<file path="config.mk">
export PLATFORM = sky130hd
export DESIGN_NAME = seven_segment_mux
export DESIGN_NICKNAME = d
export VERILOG_FILES = /design/src/rtl/seven_segment_mux.sv
export SDC_FILE = /design/constraint.sdc
export NUM_CORES = 1
export LEC_CHECK = 0
export ABC_AREA = 1
export CORE_ASPECT_RATIO = 1.25
export CORE_MARGIN = 5
export CORE_UTILIZATION = 55
export CTS_CLUSTER_DIAMETER = 100
export DETAILED_ROUTE_END_ITERATION = 10
export DONT_BUFFER_PORTS = 1
export GPL_TIMING_DRIVEN = 1
export PLACE_DENSITY = 0.81
export SYNTH_ARGS = -nofsm -noshare
export SYNTH_HDL_FRONTEND = slang
export SYNTH_SLANG_ARGS = --single-unit
</file>
<file path="constraint.sdc">
create_clock -name clk -period 2.56 [get_ports clk]
set_clock_uncertainty 0.2 [all_clocks]
set_input_delay 0.128 -clock clk [delete_from_list [all_inputs] [get_ports clk]]
set_output_delay 0.128 -clock clk [all_outputs]
set_load 0.01 [all_outputs]
</file>
<file path="src/rtl/seven_segment_mux.sv">
// seven_segment_mux
//   Multiplexed seven-segment display driver. Shows a loaded value either as
//   hex or as unsigned decimal. Decimal values go through a sequential
//   double-dabble converter (one bit per clock). A value too large for the
//   available digits shows dashes on every digit and raises ovf.
//
//   Optional build macro: SEVEN_SEG_LZB_EN
//     defined     -> decimal results blank leading zero digits above digit 0
//     not defined -> every digit is always shown (blank flags held at 0)
//
// Parameters
//   num_digits   digits driven; inp is 4*num_digits bits wide
//   clkdiv_ratio clk cycles each digit stays selected while scanning (>=2)
//   active_low   1: sel and data are active-low, 0: active-high
//
// Ports
//   clk   in   single clock, rising edge
//   rst   in   synchronous active-high reset
//   inp   in   value to display, sampled only on an accepted load
//   load  in   sample inp and mode; accepted only while busy is low
//   mode  in   0 = hex, 1 = unsigned decimal
//   busy  out  decimal conversion running (mirrors the FSM state)
//   ovf   out  last decimal value did not fit in num_digits digits
//   sel   out  one-hot digit enable, bit 0 = rightmost digit
//   data  out  segments {g,f,e,d,c,b,a}
//
// Handshake: a load is accepted on a rising edge where load=1 and busy=0.
// Loads seen while busy=1 are dropped, never queued. On the edge that ends
// a conversion busy is still 1, so a load there is dropped; a load on the
// following edge is accepted.
module seven_segment_mux #(
  parameter int num_digits   = 4,
  parameter int clkdiv_ratio = 10000,
  parameter int active_low   = 1
) (
  input  logic                    clk,
  input  logic                    rst,
  input  logic [4*num_digits-1:0] inp,
  input  logic                    load,
  input  logic                    mode,
  output logic                    busy,
  output logic                    ovf,
  output logic [num_digits-1:0]   sel,
  output logic [6:0]              data
);

  localparam int W  = 4 * num_digits;        // binary input width
  localparam int BW = 4 * (num_digits + 1);  // BCD scratch, one spare digit
  localparam int CW = (W > 1) ? $clog2(W) : 1;
  localparam int PW = (clkdiv_ratio > 1) ? $clog2(clkdiv_ratio) : 1;
  localparam int IW = (num_digits > 1) ? $clog2(num_digits) : 1;

  localparam logic [num_digits-1:0] SEL0     = num_digits'(1);
  localparam logic [num_digits-1:0] SEL_RST  = (active_low != 0) ? ~SEL0 : SEL0;
  localparam logic [6:0]            DATA_RST = (active_low != 0) ? ~7'h3F : 7'h3F;

  typedef enum logic {IDLE, CONV} state_t;

  state_t            state_q, state_d;
  logic [W-1:0]      shift_q, shift_d;
  logic [BW-1:0]     bcd_q, bcd_d;
  logic              lost_q, lost_d;     // a BCD bit fell off the top
  logic [CW-1:0]     cnt_q, cnt_d;
  logic [3:0]        nib_q [num_digits];
  logic [3:0]        nib_d [num_digits];
  logic [num_digits-1:0] blank_q, blank_d;
  logic              dash_q, dash_d;
  logic              ovf_q, ovf_d;
  logic [PW-1:0]     pre_q, pre_d;
  logic [IW-1:0]     idx_q, idx_d;
  logic [num_digits-1:0] sel_q, sel_d;
  logic [6:0]        data_q, data_d;

  // datapath temporaries
  logic [BW-1:0]     adj;
  logic [BW+W-1:0]   step;
  logic              lost_step;
  logic              ovf_res;
  logic              lz_run;
  logic [num_digits-1:0] onehot;
  logic [6:0]        seg;

  function automatic logic [6:0] font(input logic [3:0] v);
    case (v)
      4'h0: font = 7'h3F;
      4'h1: font = 7'h06;
      4'h2: font = 7'h5B;
      4'h3: font = 7'h4F;
      4'h4: font = 7'h66;
      4'h5: font = 7'h6D;
      4'h6: font = 7'h7D;
      4'h7: font = 7'h07;
      4'h8: font = 7'h7F;
      4'h9: font = 7'h6F;
      4'hA: font = 7'h77;
      4'hB: font = 7'h7C;
      4'hC: font = 7'h39;
      4'hD: font = 7'h5E;
      4'hE: font = 7'h79;
      default: font = 7'h71;
    endcase
  endfunction

  // FSM next state plus conversion / display datapath
  always_comb begin
    state_d = state_q;
    shift_d = shift_q;
    bcd_d   = bcd_q;
    lost_d  = lost_q;
    cnt_d   = cnt_q;
    nib_d   = nib_q;
    blank_d = blank_q;
    dash_d  = dash_q;
    ovf_d   = ovf_q;
    ovf_res = 1'b0;
    lz_run  = 1'b1;

    // One double-dabble iteration: add 3 to every digit >= 5, then shift.
    adj = bcd_q;
    for (int d = 0; d < num_digits + 1; d++) begin
      if (adj[4*d +: 4] >= 4'd5) adj[4*d +: 4] = adj[4*d +: 4] + 4'd3;
    end
    step      = {adj, shift_q} << 1;
    lost_step = lost_q | adj[BW-1];

    case (state_q)
      IDLE: begin
        if (load) begin
          if (mode) begin
            shift_d = inp;
            bcd_d   = '0;
            lost_d  = 1'b0;
            cnt_d   = '0;
            state_d = CONV;
          end else begin
            for (int i = 0; i < num_digits; i++) nib_d[i] = inp[4*i +: 4];
            blank_d = '0;
            dash_d  = 1'b0;
            ovf_d   = 1'b0;
          end
        end
      end
      CONV: begin
        shift_d = step[W-1:0];
        bcd_d   = step[BW+W-1:W];
        lost_d  = lost_step;
        cnt_d   = cnt_q + CW'(1);
        if (cnt_q == CW'(W - 1)) begin
          // Final iteration: publish the result on this same edge so the
          // display never shows partial digits.
          state_d = IDLE;
          ovf_res = lost_step | (bcd_d[BW-1 -: 4] != 4'd0);
          ovf_d   = ovf_res;
          dash_d  = ovf_res;
          blank_d = '0;
          if (!ovf_res) begin
            for (int i = 0; i < num_digits; i++) nib_d[i] = bcd_d[4*i +: 4];
`ifdef SEVEN_SEG_LZB_EN
            // Blank digit i when it and every digit above it are zero;
            // digit 0 always shows so a zero value reads "0".
            for (int i = num_digits - 1; i >= 1; i--) begin
              lz_run     = lz_run & (bcd_d[4*i +: 4] == 4'd0);
              blank_d[i] = lz_run;
            end
`else
            blank_d = '0;
`endif
          end
        end
      end
      default: state_d = IDLE;
    endcase
  end

  // Scan counter and registered pin drive. Pins follow the next scan index
  // so sel switches on the edge the index advances, and follow the current
  // display register so data lags a display update by one cycle.
  always_comb begin
    pre_d = pre_q + PW'(1);
    idx_d = idx_q;
    if (pre_q == PW'(clkdiv_ratio - 1)) begin
      pre_d = '0;
      idx_d = (idx_q == IW'(num_digits - 1)) ? '0 : idx_q + IW'(1);
    end

    onehot        = '0;
    onehot[idx_d] = 1'b1;

    if (dash_q)              seg = 7'b1000000;
    else if (blank_q[idx_d]) seg = 7'b0000000;
    else                     seg = font(nib_q[idx_d]);

    sel_d  = (active_low != 0) ? ~onehot : onehot;
    data_d = (active_low != 0) ? ~seg : seg;
  end

  always_ff @(posedge clk) begin
    if (rst) begin
      state_q <= IDLE;
      shift_q <= '0;
      bcd_q   <= '0;
      lost_q  <= 1'b0;
      cnt_q   <= '0;
      for (int i = 0; i < num_digits; i++) nib_q[i] <= 4'd0;
      blank_q <= '0;
      dash_q  <= 1'b0;
      ovf_q   <= 1'b0;
      pre_q   <= '0;
      idx_q   <= '0;
      sel_q   <= SEL_RST;
      data_q  <= DATA_RST;
    end else begin
      state_q <= state_d;
      shift_q <= shift_d;
      bcd_q   <= bcd_d;
      lost_q  <= lost_d;
      cnt_q   <= cnt_d;
      for (int i = 0; i < num_digits; i++) nib_q[i] <= nib_d[i];
      blank_q <= blank_d;
      dash_q  <= dash_d;
      ovf_q   <= ovf_d;
      pre_q   <= pre_d;
      idx_q   <= idx_d;
      sel_q   <= sel_d;
      data_q  <= data_d;
    end
  end

  assign busy = (state_q == CONV);
  assign ovf  = ovf_q;
  assign sel  = sel_q;
  assign data = data_q;

endmodule

</file>
# --- Word level (Yosys, flattened, before mapping) ---
# Memories as Yosys holds them, arrays and structs flattened.
# Cells that the tools add are included.
totals:
  memories: 1
  inputBits: 20
  ff_bits: 90
  mem_bits_ro: 112
  wordCells: 97
memory_table:
  columns: ["name", "words", "width", "rd", "rd_clocked_by_memory_dff", "write_ports", "line_no", "rtl"]
  rows:
  - ["(no name shown)", 16, 7, 1, 0, 0, "84", "case (v)"]
classes:
  order_cmp: 8
  n_reduce_logical: 6
  bitwise_logic: 6
  n_eq_ne: 8
  addsub: 8
  mux: 45
ops:
  columns: ["operator", "n"]
  rows:
  - ["$mux 16", 6]
  - ["$pmux 16 s2", 2]
  - ["$mux 4", 12]
  - ["$mux 20", 2]
  - ["$pmux 20 s2", 1]
  - ["$add 4x2->4 const B", 5]
  - ["$ge 4x3->1 const B", 5]
  - ["$pmux 4 s2", 2]
  - ["$add 14x1->14 const B", 1]
  - ["$eq 14x14->1 const B", 1]
  - ["$mux 7", 2]
  - ["$mux 1", 10]
  - ["$bmux 4 s2", 1]
  - ["$ne 2x2->1 const B", 4]
  - ["$not 7->7", 1]
  - ["$pmux 1 s2", 3]
  - ["$add 4x1->4 const B", 1]
  - ["$eq 4x4->1 const B", 1]
  - ["$mux 2", 2]
  - ["$not 4->4", 1]
  - ["$reduce_and 4->1", 1]
  - ["$reduce_bool 4->1", 1]
  - ["$ge 3x3->1 const B", 1]
  - ["$lt 2x3->1 const B", 1]
  - ["other kinds (13)", 14]

# --- Depth between registers and ports, before layout ---
# An unclocked memory read counts as a cell.
depth:
  depth_word: 11
  depth_mapped: 19
  ltp_nobuf: 19

# --- Worst setup path after synthesis ---
# OpenSTA, ideal clock, no wires.
synth_timing:
  path_kind: "register -> register"
  start: "register pre_q[0]"
  end: "register data_q[3], in the netlist data[3]"
  required_time_ns: 2.232
  setup_time_ns: 0.128
  path_buffers: 0
  stages_incl_launch_ff: 18
  period_less_slack_ns: 2.311
  arrival_ns: 1.984
  slack_ns: 0.249
  path_cell_list: "dfxtp_1 > ha_1 > nand3_4 > nor2_8 > nand3_4 > nand2_8 > nand2_2 > nand2_1 > nand2_2 > nand2_4 > inv_2 > ha_1 > inv_1 > nand2_1 > nand2_1 > nor2_1 > nor2_1 > nor2_1"
synth_between:
  elab_chain_len: 10
synth_rtl:
  columns: ["element", "line_no", "rtl"]
  rows:
  - ["start: declaration", "69", "logic [PW-1:0] pre_q, pre_d;"]
  - ["start signal: assignment", "222", "pre_q <= pre_d;"]
  - ["$eq 14x14->1 (*)", "181", "if (pre_q == PW'(clkdiv_ratio - 1)) begin"]
  - ["$mux 2 (*)", "181", null]
  - ["$not 2->3 (not written as such)", "191", "else seg = font(nib_q[idx_d]);"]
  - ["$bmux 4 s2", "191", null]
  - ["$mux 4 (not written as such) (2 in series)", "191", null]
  - ["$mem_v2 16x7", null, null]
  - ["$mux 7 (*)", "190", "else if (blank_q[idx_d]) seg = 7'b0000000;"]
  - ["$mux 7 (*)", "189", "if (dash_q) seg = 7'b1000000;"]
  - ["$not 7->7 (*)", "194", "data_d = (active_low != 0) ? ~seg : seg;"]
  - ["end signal: assignment", "225", "data_q <= data_d;"]
  - ["end: declaration", "72", "logic [6:0] data_q, data_d;"]
# Mark *: on every way between the ends. The rest lies on a longest branch, timed or not. The select of a mux whose other input is x is not followed.
# A chain may end at the register's enable or synchronous reset.

# --- Final worst setup path ---
# Same ends and word-level chain as after synthesis.

==> run metrics <==
Placement Cell Area=0.004512 mm^2; clk buf depth=2; Hold Path Stages=4; worst path required time=2620 ps; fin cells=727; Root Driver=clkbuf_8; CTS H-tree depth=3; largest net degree at the start of global routing=49; syn avg cell area=7.241 um^2; RSZ-0062 raised after global routing=true; Mapped Area=0.004417 mm^2; Worst Reg2Reg Path Length in Cells=17; final setup TNS=0 ps; layout cell share with drive strength beyond 1=12.34%; Via density=5.724; via count of the routed design=4161; initial core utilization=56.35%; CTS tree=yes; fillcell total=655; multi-input logic area=0.002379 mm^2; Synth cell types=33; CTS clk-pin slew, worst paths=100 ps; Slew HR=66.97%; Final ANT Viol Nets=0; Final Setup Violations=0; First DRT Iteration DRCs=359; Min-Delay Endpoint=ovf; Crit Path Class=flip-flop to flip-flop; core area=0.007838 mm^2; Final #Nets=663; CP Buf/Inv Count=2; Final Hold Fails=0; detailed placement HPWL=7065 um; cell breakdown of the critical path=ha_2 > nand3_4 > nor2_2 > nand2_1 > nand2_2 > nand3_1 > nand2_1 > nand2_1 > nand2_4 > inv_2 > ha_1 > inv_1 > nand2_1 > nand2_1 > nor2_1 > nor2_1 > nor2_1; worst hold margin=29.01 ps; Area contributors post-synth=dfxtp_1, nand2_1, nand3_1, a21oi_1, inv_1; max_cap viols=0; vias in the first global route=3865; CP top delay family=simple AND/OR/NAND/NOR gates; Max FO, Critical Path=6; leakage=1.941 nW; global-route wire length before repair=17490 um; Boundary Pins=33; HP Class=primary input to flip-flop; Post-Syn Nets=646; slowest CP cell=dfxtp_2; Pre-Repair DR Iteration Count=5; global-route usage over all layers=21.29%; Clock Latency Late Sink=360 ps; antenna cells=0; maximum clock rate=0.4079 GHz; max-slew violations=0; DIE HEIGHT=110.2 um; RePlAce Congestion=0.8914; # rows=36; RR Endpoint=data[3]; crit path time final=2452 ps; Slew @ Worst Pin=494.9 ps; final WL=10450 um; cell taking the most area after synthesis=dfxtp_1; Die Area=0.009934 mm^2; DIE WIDTH=90.15 um; Pwr Density=610.2 mW/mm^2; r2r startpoint=pre_q[0]; max incr delay on CP=350 ps; Sink Count=86; sequential area share after synthesis=38.98%; Synth top area share=38.98%; worst reg2reg setup slack=110 ps; critical path startpoint category=flip-flop; Syn Inst Count=610; design area=0.004985 mm^2; Port Buf Inserts=0; initial antenna violation count=0; Hold Path Origin=mode; register bit count reported by yosys=86; storage element area=0.001723 mm^2; total power=3.042 mW; result of the run=completed; Critical Path Most Common Cell=nand2_1; synthesis-to-finish area growth=12.86%; CTS Buf Count=9; Placed Cells=690; YS warnings=0; grt ovf=0; WL per Instance=14.37 um; Setup crit end kind=flip-flop; drt drc=0; critical path arrival=2510 ps; peak supply drop=0.4402 mV; Tcrit/Tclk final=95.78%
layout make-up:
type                    count  share of cell area [%]
flip-flops and latches     86                   34.56
inverters                  62                   4.719
well taps                  95                   2.385
clock buffers              10                   2.560
repair buffers             30                   5.723
clock inverters             6                   2.334
multi-input cells         438                   47.72
power by group:
| group | internal, mW | total (mW) | switching [mW] | leakage, nW |
|---|---|---|---|---|
| combinational | 0.148 | 0.416 | 0.268 | 1.12 |
| clock | 0.659 | 1.16 | 0.499 | 0.122 |
| sequential | 1.41 | 1.47 | 0.0584 | 0.700 |
| total | 2.22 | 3.04 | 0.825 | 1.94 |
per-layer routing:
layer / global-route usage, % / share of wire, % / routed length (um)
met5: 0 / 0 / 0
met3: 3.802 / 5.4 / 567
met1: 24.90 / 41 / 4259
met4: 10.64 / 4.2 / 440
met2: 37.66 / 50 / 5182
synth_stat cells, drive strengths merged:
cell type    n
a211oi       2
a21oi       47
a31oi       30
a32oi        1
buf          3
clkbuf      21
dfxtp       86
ha          16
inv         62
nand2      160
nand3       58
nand3b       2
nand4        2
nor2        59
nor3         5
nor3b        2
nor4         2
o21a         1
o21ai       41
o21bai       1
or2          1
xnor2        1
xor2         7
registers in the layout, indices dropped and copies added (netlist names):
| name | count |
|---|---|
| ovf | 1 |
| pre_q | 14 |
| bcd_q | 20 |
| shift_q | 16 |
| lost_q | 1 |
| busy | 1 |
| sel | 4 |
| idx_q | 2 |
| cnt_q | 4 |
| data | 7 |
| nib_q | 16 |
repair_timing:
action / in CTS / in global routing
hold buffers: 20 / 0
endpoints found under the hold margin: 72 / 0
resized for setup: 0 / 6
setup endpoints to repair: 0 / 18
buffers inserted: 0 / 1
layout by cell type (no fill, tap or decap), types with 9 or more instances in the layout:
master,instances
dfxtp_1,85
o21ai_0,35
inv_1,54
nand3_1,50
nor2_1,50
clkbuf_8,9
a21oi_1,47
a31oi_1,30
buf_4,10
nand2_1,135
ha_1,15
nand2_2,15
dlygate4sd3_1,19
kinds of logic (layout without fill, tap and decap cells):
family,after synthesis,count (layout),share of synthesized area (%)
flip-flops,86,86,38.98
AND/OR/NAND/NOR,291,291,32.41
adder cells (fa/ha/maj),16,16,4.533
XOR/XNOR,8,8,1.586
AO/OA/AOI/OAI,123,123,15.10
buffers and inverters,86,108,7.394
per-stage QoR:
stage	setup WS (ps)	utilization, %
global route	-56.35	63.60
floorplan	248.8	-
CTS	15.99	63.36
global placement	172.1	57.57
detailed placement	45.05	57.57
finish	108.2	63.60
worst max path at each step:
stage                   from       to  slack, ps  cells past startpoint
floorplan           pre_q[0]  data[3]        250                     17
CTS                 pre_q[0]  data[3]         20                     17
global route        pre_q[0]  data[3]        -60                     17
detailed placement  pre_q[0]  data[3]         50                     17
global placement    pre_q[0]  data[3]        170                     17
finish              pre_q[0]  data[3]        110                     17
tightest hold or removal path: stages:
cell      delay [ps]
a211oi_1          60
buf_4            140
o21ai_0          170
nor2_1            50
Power figures use the tool's default switching activity.
